<file path="src/rtl/rle_core_if.sv">
// Coefficient-in / symbol-out bundle for rle_core.
// The master drives coefficients; the slave (rle_core) returns RLE symbols and flow control.
interface rle_core_if #(
  parameter int unsigned DATA_WIDTH = 12
);
  logic signed [DATA_WIDTH-1:0] data_in;
  logic                         din_valid;
  logic                         start;
  logic                         ready;
  logic [DATA_WIDTH+7:0]        rle_out;
  logic                         dovalid;
  logic                         buf_sel;
  logic                         block_done;

  modport master (
    output data_in, din_valid, start,
    input  ready, rle_out, dovalid, buf_sel, block_done
  );

  modport slave (
    input  data_in, din_valid, start,
    output ready, rle_out, dovalid, buf_sel, block_done
  );
endinterface

</file>
<file path="src/rtl/rle_core.sv">
// Run-length / size-amplitude coder for zigzag-ordered quantized blocks.
// Define RLE_DC_DIFF_EN to code each DC as the difference from the previous block's DC.
module rle_core #(
  parameter int unsigned DATA_WIDTH = 12,
  parameter int unsigned BLOCK_SIZE = 64
) (
  input  logic       clk,
  input  logic       reset,
  rle_core_if.slave  bus
);
  localparam int unsigned IdxW = (BLOCK_SIZE > 1) ? $clog2(BLOCK_SIZE) : 1;
  localparam int unsigned SymW = DATA_WIDTH + 8;
  localparam logic [IdxW-1:0] LastIdx = IdxW'(BLOCK_SIZE - 1);
  localparam logic [SymW-1:0] ZrlSym  = {4'hF, 4'h0, {DATA_WIDTH{1'b0}}};

  typedef enum logic [1:0] {StIdle, StRun, StFlushZrl} state_e;

  state_e          state_q, state_d;
  logic [IdxW-1:0] idx_q, idx_d;
  logic [3:0]      run_q, run_d;
  logic [1:0]      zrl_q, zrl_d;
  logic [SymW-1:0] pend_q, pend_d;
  logic            pend_last_q, pend_last_d;
  logic [SymW-1:0] rle_out_q, rle_out_d;
  logic            dovalid_q, dovalid_d;
  logic            block_done_q, block_done_d;
  logic            buf_sel_q, buf_sel_d;
  logic            ready_q, ready_d;

  logic signed [DATA_WIDTH-1:0] dc_val;
  logic                         take_dc, take_ac, is_last;
  logic [SymW-1:0]              ac_sym;

`ifdef RLE_DC_DIFF_EN
  logic [DATA_WIDTH-1:0] cur_dc_q, cur_dc_d, prev_dc_q, prev_dc_d;
  assign dc_val = $signed(bus.data_in - prev_dc_q);
`else
  assign dc_val = bus.data_in;
`endif

  // Returns {size, amplitude}; negative amplitude is value-1 (ones' complement of |value|).
  function automatic logic [DATA_WIDTH+3:0] encode(input logic signed [DATA_WIDTH-1:0] v);
    logic [DATA_WIDTH-1:0] mag, amp;
    logic [3:0]            sz;
    mag = $unsigned(v);
    amp = $unsigned(v);
    if (v[DATA_WIDTH-1]) begin
      mag = ~mag + DATA_WIDTH'(1);
      amp = amp - DATA_WIDTH'(1);
    end
    sz = '0;
    for (int i = 0; i < DATA_WIDTH; i++) begin
      if (mag[i]) sz = 4'(i + 1);
    end
    return {sz, amp};
  endfunction

  always_comb begin
    take_dc = bus.din_valid && bus.start && (state_q != StFlushZrl);
    take_ac = bus.din_valid && !bus.start && (state_q == StRun);
    is_last = (idx_q == LastIdx);
    ac_sym  = {run_q, encode(bus.data_in)};

    state_d      = state_q;
    idx_d        = idx_q;
    run_d        = run_q;
    zrl_d        = zrl_q;
    pend_d       = pend_q;
    pend_last_d  = pend_last_q;
    rle_out_d    = rle_out_q;
    dovalid_d    = 1'b0;
    block_done_d = 1'b0;
    buf_sel_d    = buf_sel_q ^ block_done_q;
`ifdef RLE_DC_DIFF_EN
    cur_dc_d  = cur_dc_q;
    prev_dc_d = prev_dc_q;
`endif

    if (take_dc) begin
      // A start always opens a new block, silently dropping any partial one.
      rle_out_d = {4'h0, encode(dc_val)};
      dovalid_d = 1'b1;
      idx_d     = IdxW'(1);
      run_d     = '0;
      zrl_d     = '0;
      state_d   = StRun;
`ifdef RLE_DC_DIFF_EN
      cur_dc_d  = bus.data_in;
`endif
    end else if (take_ac) begin
      idx_d = idx_q + IdxW'(1);
      if (bus.data_in == '0) begin
        if (is_last) begin
          rle_out_d    = '0;
          dovalid_d    = 1'b1;
          block_done_d = 1'b1;
          run_d        = '0;
          zrl_d        = '0;
          idx_d        = '0;
          state_d      = StIdle;
        end else if (run_q == 4'd15) begin
          run_d = '0;
          zrl_d = zrl_q + 2'd1;
        end else begin
          run_d = run_q + 4'd1;
        end
      end else begin
        dovalid_d = 1'b1;
        run_d     = '0;
        if (zrl_q != '0) begin
          // First ZRL goes out now; the rest and the symbol drain with ready low.
          rle_out_d   = ZrlSym;
          pend_d      = ac_sym;
          pend_last_d = is_last;
          zrl_d       = zrl_q - 2'd1;
          state_d     = StFlushZrl;
        end else begin
          rle_out_d = ac_sym;
          if (is_last) begin
            block_done_d = 1'b1;
            idx_d        = '0;
            state_d      = StIdle;
          end
        end
      end
    end else if (state_q == StFlushZrl) begin
      dovalid_d = 1'b1;
      if (zrl_q != '0) begin
        rle_out_d = ZrlSym;
        zrl_d     = zrl_q - 2'd1;
      end else begin
        rle_out_d = pend_q;
        if (pend_last_q) begin
          block_done_d = 1'b1;
          idx_d        = '0;
          state_d      = StIdle;
        end else begin
          state_d = StRun;
        end
      end
    end

`ifdef RLE_DC_DIFF_EN
    if (block_done_d) prev_dc_d = cur_dc_q;
`endif
    ready_d = (state_d != StFlushZrl);
  end

  always_ff @(posedge clk or negedge reset) begin
    if (!reset) begin
      state_q      <= StIdle;
      idx_q        <= '0;
      run_q        <= '0;
      zrl_q        <= '0;
      pend_q       <= '0;
      pend_last_q  <= 1'b0;
      rle_out_q    <= '0;
      dovalid_q    <= 1'b0;
      block_done_q <= 1'b0;
      buf_sel_q    <= 1'b0;
      ready_q      <= 1'b1;
`ifdef RLE_DC_DIFF_EN
      cur_dc_q     <= '0;
      prev_dc_q    <= '0;
`endif
    end else begin
      state_q      <= state_d;
      idx_q        <= idx_d;
      run_q        <= run_d;
      zrl_q        <= zrl_d;
      pend_q       <= pend_d;
      pend_last_q  <= pend_last_d;
      rle_out_q    <= rle_out_d;
      dovalid_q    <= dovalid_d;
      block_done_q <= block_done_d;
      buf_sel_q    <= buf_sel_d;
      ready_q      <= ready_d;
`ifdef RLE_DC_DIFF_EN
      cur_dc_q     <= cur_dc_d;
      prev_dc_q    <= prev_dc_d;
`endif
    end
  end

  assign bus.ready      = ready_q;
  assign bus.rle_out    = rle_out_q;
  assign bus.dovalid    = dovalid_q;
  assign bus.buf_sel    = buf_sel_q;
  assign bus.block_done = block_done_q;

endmodule

</file>
<file path="src/flat_wrapper.sv">
// flat-port wrapper written by rule: the top's interface ports become plain ports
module rle_core_flat 
#(
  parameter int unsigned DATA_WIDTH = 12,
  parameter int unsigned BLOCK_SIZE = 64
)
  (clk, reset, bus_data_in, bus_din_valid, bus_start, bus_ready, bus_rle_out, bus_dovalid, bus_buf_sel, bus_block_done);
  rle_core_if #(.DATA_WIDTH(DATA_WIDTH)) bus_i ();
  input  logic clk;
  input  logic reset;
  input wire logic [$bits(bus_i.data_in)-1:0] bus_data_in;
  input wire logic [$bits(bus_i.din_valid)-1:0] bus_din_valid;
  input wire logic [$bits(bus_i.start)-1:0] bus_start;
  output wire logic [$bits(bus_i.ready)-1:0] bus_ready;
  output wire logic [$bits(bus_i.rle_out)-1:0] bus_rle_out;
  output wire logic [$bits(bus_i.dovalid)-1:0] bus_dovalid;
  output wire logic [$bits(bus_i.buf_sel)-1:0] bus_buf_sel;
  output wire logic [$bits(bus_i.block_done)-1:0] bus_block_done;
  assign bus_i.data_in = bus_data_in;
  assign bus_i.din_valid = bus_din_valid;
  assign bus_i.start = bus_start;
  assign bus_ready = bus_i.ready;
  assign bus_rle_out = bus_i.rle_out;
  assign bus_dovalid = bus_i.dovalid;
  assign bus_buf_sel = bus_i.buf_sel;
  assign bus_block_done = bus_i.block_done;
  rle_core #(.DATA_WIDTH(DATA_WIDTH), .BLOCK_SIZE(BLOCK_SIZE)) u_core (.clk(clk), .reset(reset), .bus(bus_i));
endmodule
</file>
<file path="config.mk">
export PLATFORM = sky130hd
export DESIGN_NAME = rle_core_flat
export DESIGN_NICKNAME = d
export VERILOG_FILES = /design/src/rtl/rle_core_if.sv /design/src/rtl/rle_core.sv /design/src/flat_wrapper.sv
export SDC_FILE = /design/constraint.sdc
export NUM_CORES = 1
export LEC_CHECK = 0
export ABC_AREA = 1
export CAP_MARGIN = 10
export CORE_MARGIN = 2
export CORE_UTILIZATION = 50
export DETAILED_ROUTE_END_ITERATION = 8
export GPL_ROUTABILITY_DRIVEN = 0
export PLACE_DENSITY = 0.74
export SLEW_MARGIN = 25
export SYNTH_ARGS = -nofsm -noshare
export SYNTH_HDL_FRONTEND = slang
export SYNTH_SLANG_ARGS = --single-unit
</file>
<file path="constraint.sdc">
create_clock -name clk -period 5.05 [get_ports clk]
set_input_delay 1.01 -clock clk [delete_from_list [all_inputs] [get_ports clk]]
set_output_delay 1.01 -clock clk [all_outputs]
set_load 0.01 [all_outputs]
</file>
==> flow_summary_export.csv <==
group,metric,value,unit
clock_tree,clock_latency,0.34,ns
yosys,synth_area_leaders,"dfrtp_1, nand2_1, o21ai_0",
yosys,syn_area_per_cell,7.72,µm²
drt,antenna_left,0,
yosys,syn_inst,436,
timing,hold_violations,0,
drt,drt_iter0_drc,160,
setup_path,r2r-start,"u_core.state_q[1]$_DFF_PN0_",
timing,post-route-period-util,69.4,%
yosys,synth_top_family_by_area,"simple AND/OR/NAND/NOR gates",
pwr,seqPwrFrac,44.5,%
clock_tree,cts_buffers,9,
cells_and_area,area_growth,17.2,%
yosys,synth_compound_area_share,13.9,%
pwr,powerDensity,303,mW/mm²
worst_hold_path,holdPathEnd,"u_core.bus.buf_sel$_DFF_PN0_",
clock_tree,cts_resized,0,
clock_tree,cts_sinks,59,
timing,setup_tns,0,ns
grt,gr-usage-met3,4.81,%
yosys,synth_cell_types,39,
yosys,synth-edff-count,0,
cells_and_area,drive_above_1_share,11.7,%
yosys,yosysTopAreaCellShare,43.1,%
job,drv_cap,0,
grt,gr-usage-met2,32.1,%
clock_tree,clk_pin_slew_worst_paths,0.07,ns
cells_and_area,utilization,61.4,%
pwr,clockPowerShare,35.8,%
setup_path,r2r_slack,2.80,ns
yosys,synthFlopType,"dfrtp_1",
drt,drc,0,
yosys,ys_ff_latch,59,
setup_path,cp_max_fo,32,
clock_tree,cts_tree,"done",
pwr,p_int,0.851,mW
yosys,synth_fp_nets,458,
yosys,synthSimpleGateAreaFrac,30.5,%
placed_design,hpwl,5.16,mm
die,start_util,52.4,%
pwr,leakage,1.87,nW
yosys,ys_warn_count,0,
die,core_area,0.00642,mm²
grt,use_met1,31.3,%
die,fp-row-count,29,
grt,top_usage_layer,"met2",
grt,first_global_vias,2814,
cells_and_area,num_antenna_cells,0,
cells_and_area,layout.cells.non_filler,554,
clock_tree,ctsHoldBuffers,0,
worst_hold_path,hp-start,"u_core.bus.buf_sel$_DFF_PN0_",
drt,viasPerCell,5.32,
drt,dr.pass1.iters,4,
pwr,comb_power_share,19.7,%
setup_path,path_class,"in2reg",
placed_design,portBuffers,39,
yosys,ys_seq_area_share,43.9,%
grt,grt_pass1_wl,12.8,mm
yosys,synthMuxAreaShare,0,%
timing,drv_slew,0,
die,die_x,86.0,µm
grt,grt_max_degree,60,
clock_tree,htreeDepth,3,
timing,rsz0062_at_grt,"false",
setup_path,worst-r2r-cell-count,11,
pwr,ir_drop,0.000192,V
yosys,yosysMostFrequentCell,"nand2_1",
timing,slew_headroom,50.8,%
yosys,synth-xor-area-share,1.30,%
timing,finalSetupViolations,0,
timing,period_needed,3.51,ns
cells_and_area,nNetsFinal,494,
yosys,synth_area,0.00336,mm²
clock_tree,cts_buffer_depth,2,
setup_path,critPathRequiredTime,5.32,ns
die,ios,40,
worst_hold_path,hold_path_depth,1,
grt,antenna_found_initial,0,
timing,skew,0.00635,ns
setup_path,worstPathArrival,3.77,ns
yosys,netlist_top_cells_count,"nand2_1, dfrtp_1, inv_1, nor2_1, o21ai_0",
grt,overflow,0,
die,die-area,0.00740,mm²
pwr,p_sw,0.345,mW
yosys,synthAdderAreaFrac,2.23,%
yosys,yosys.area.top_type,"dfrtp_1",
run_status,status,"complete, no violations",
die,fp.dieH,86.0,µm
placed_design,dp_cells,538,
timing,clock.fmax,285,MHz
setup_path,end_kind,"register",
setup_path,r2r-end,"u_core.bus.rle_out[7]$_DFFE_PN0P_",
yosys,async_flop_share,100,%
pwr,switching_share,28.8,%
worst_hold_path,min_path_type,"reg2reg",
grt,grt_use_total,21.6,%
drt,wl_per_cell,13.4,µm
clock_tree,root_buffer,"clkbuf_8",
clock_tree,cts_setup_buffers,0,
drt,wl,7.41,mm
setup_path,cp-start-kind,"input port",
timing,worstMarginPinSlew,0.738,ns
drt,via_count,2945,
==> logic make-up (layout without fill, tap and decap cells) <==
group	after synthesis	count (layout)
and+or+nand+nor	225	225
buffers and inverters	60	101
AOI/OAI and AO/OA	81	81
adders and majority gates	6	6
xor gates and xnor gates	5	5
DFF	59	59
==> metrics by stage <==
step | worst slack, ns | power (mW) | hold slack [ns] | cell area (µm²)
after floorplan | 2.50 | 0.672 | 0.442 | 3360
after global placement | 1.33 | 0.772 | 0.450 | 3750
after detailed placement | 1.24 | 0.776 | 0.454 | 3750
after CTS | 1.58 | 1.20 | 0.465 | 3940
after global routing | 1.27 | 1.25 | 0.489 | 3940
final | 1.54 | 1.20 | 0.461 | 3940
==> layer usage <==
layer | wire [µm] | vias up
met5 | 0 | -
met4 | 61 | 0
met3 | 375 | 7
met2 | 3300 | 59
met1 | 3680 | 1391
li1 | - | 1488
==> registers in the layout (all words and copies together), names as in the netlist, 2 cells and up <==
| signal | count |
|---|---|
| u_core.zrl_q | 2 |
| u_core.run_q | 4 |
| u_core.state_q | 2 |
| u_core.pend_q | 20 |
| u_core.idx_q | 6 |
| u_core.bus.rle_out | 20 |
==> cell usage in the layout (no fill, tap or decap), types with 2 or more instances in the layout <==
cell type / netlist / layout
dfrtp_1: 58 / 58
o22ai_1: 6 / 6
nand4_1: 3 / 3
nor2_2: 17 / 17
nand3_2: 2 / 2
nor3_1: 3 / 3
o21ai_0: 33 / 33
nor2_1: 37 / 37
o21ai_1: 4 / 4
xor2_1: 4 / 4
a21oi_2: 6 / 6
nand3_1: 25 / 25
ha_1: 6 / 6
nor2_4: 3 / 3
clkbuf_8: 0 / 10
clkinv_2: 0 / 3
a221oi_1: 4 / 4
a21oi_1: 22 / 22
nand2_4: 2 / 2
clkdlybuf4s50_1: 0 / 38
inv_1: 40 / 40
a211oi_1: 2 / 2
nand2_1: 127 / 127
inv_2: 4 / 4
==> power groups by stage <==
stage,logic (mW),registers [mW],clock network [mW]
2_1_floorplan,0.119,0.553,0
3_3_place_gp,0.233,0.539,0
5_1_grt,0.262,0.536,0.449
3_5_place_dp,0.235,0.541,0
4_1_cts,0.237,0.533,0.432
6_report,0.236,0.532,0.428
==> worst max-delay path by stage <==
stage / slack (ns) / endpoint / startpoint
2_1_floorplan: 2.50 / u_core.bus.rle_out[12]$_DFFE_PN0P_ / bus_data_in[0]
3_3_place_gp: 1.33 / u_core.idx_q[2]$_DFFE_PN0P_ / bus_data_in[11]
3_5_place_dp: 1.24 / u_core.idx_q[3]$_DFFE_PN0P_ / bus_data_in[11]
4_1_cts: 1.58 / u_core.idx_q[3]$_DFFE_PN0P_ / bus_data_in[11]
5_1_grt: 1.27 / u_core.idx_q[2]$_DFFE_PN0P_ / bus_data_in[11]
6_report: 1.54 / u_core.idx_q[3]$_DFFE_PN0P_ / bus_data_in[11]
==> area by class of cell <==
type,count,area (µm²)
fill,579,2480
timing repair buffer,40,393
inverter,45,169
tap,77,96.3
clock buffer,11,141
clock inverter,5,52.6
sequential,59,1480
multi-input combinational,317,1610
==> critical path: stages <==
cell and delay [ns]:
clkdlybuf4s50_1 0.93, inv_1 0.37, nand4_4 0.23, inv_2 0.08, nor2_1 0.15, inv_2 0.06, nor2_4 0.26, inv_2 0.29
nand2_2 0.18, nand2_1 0.07, a21oi_1 0.12
No activity file was read; power rests on OpenSTA's default activity.
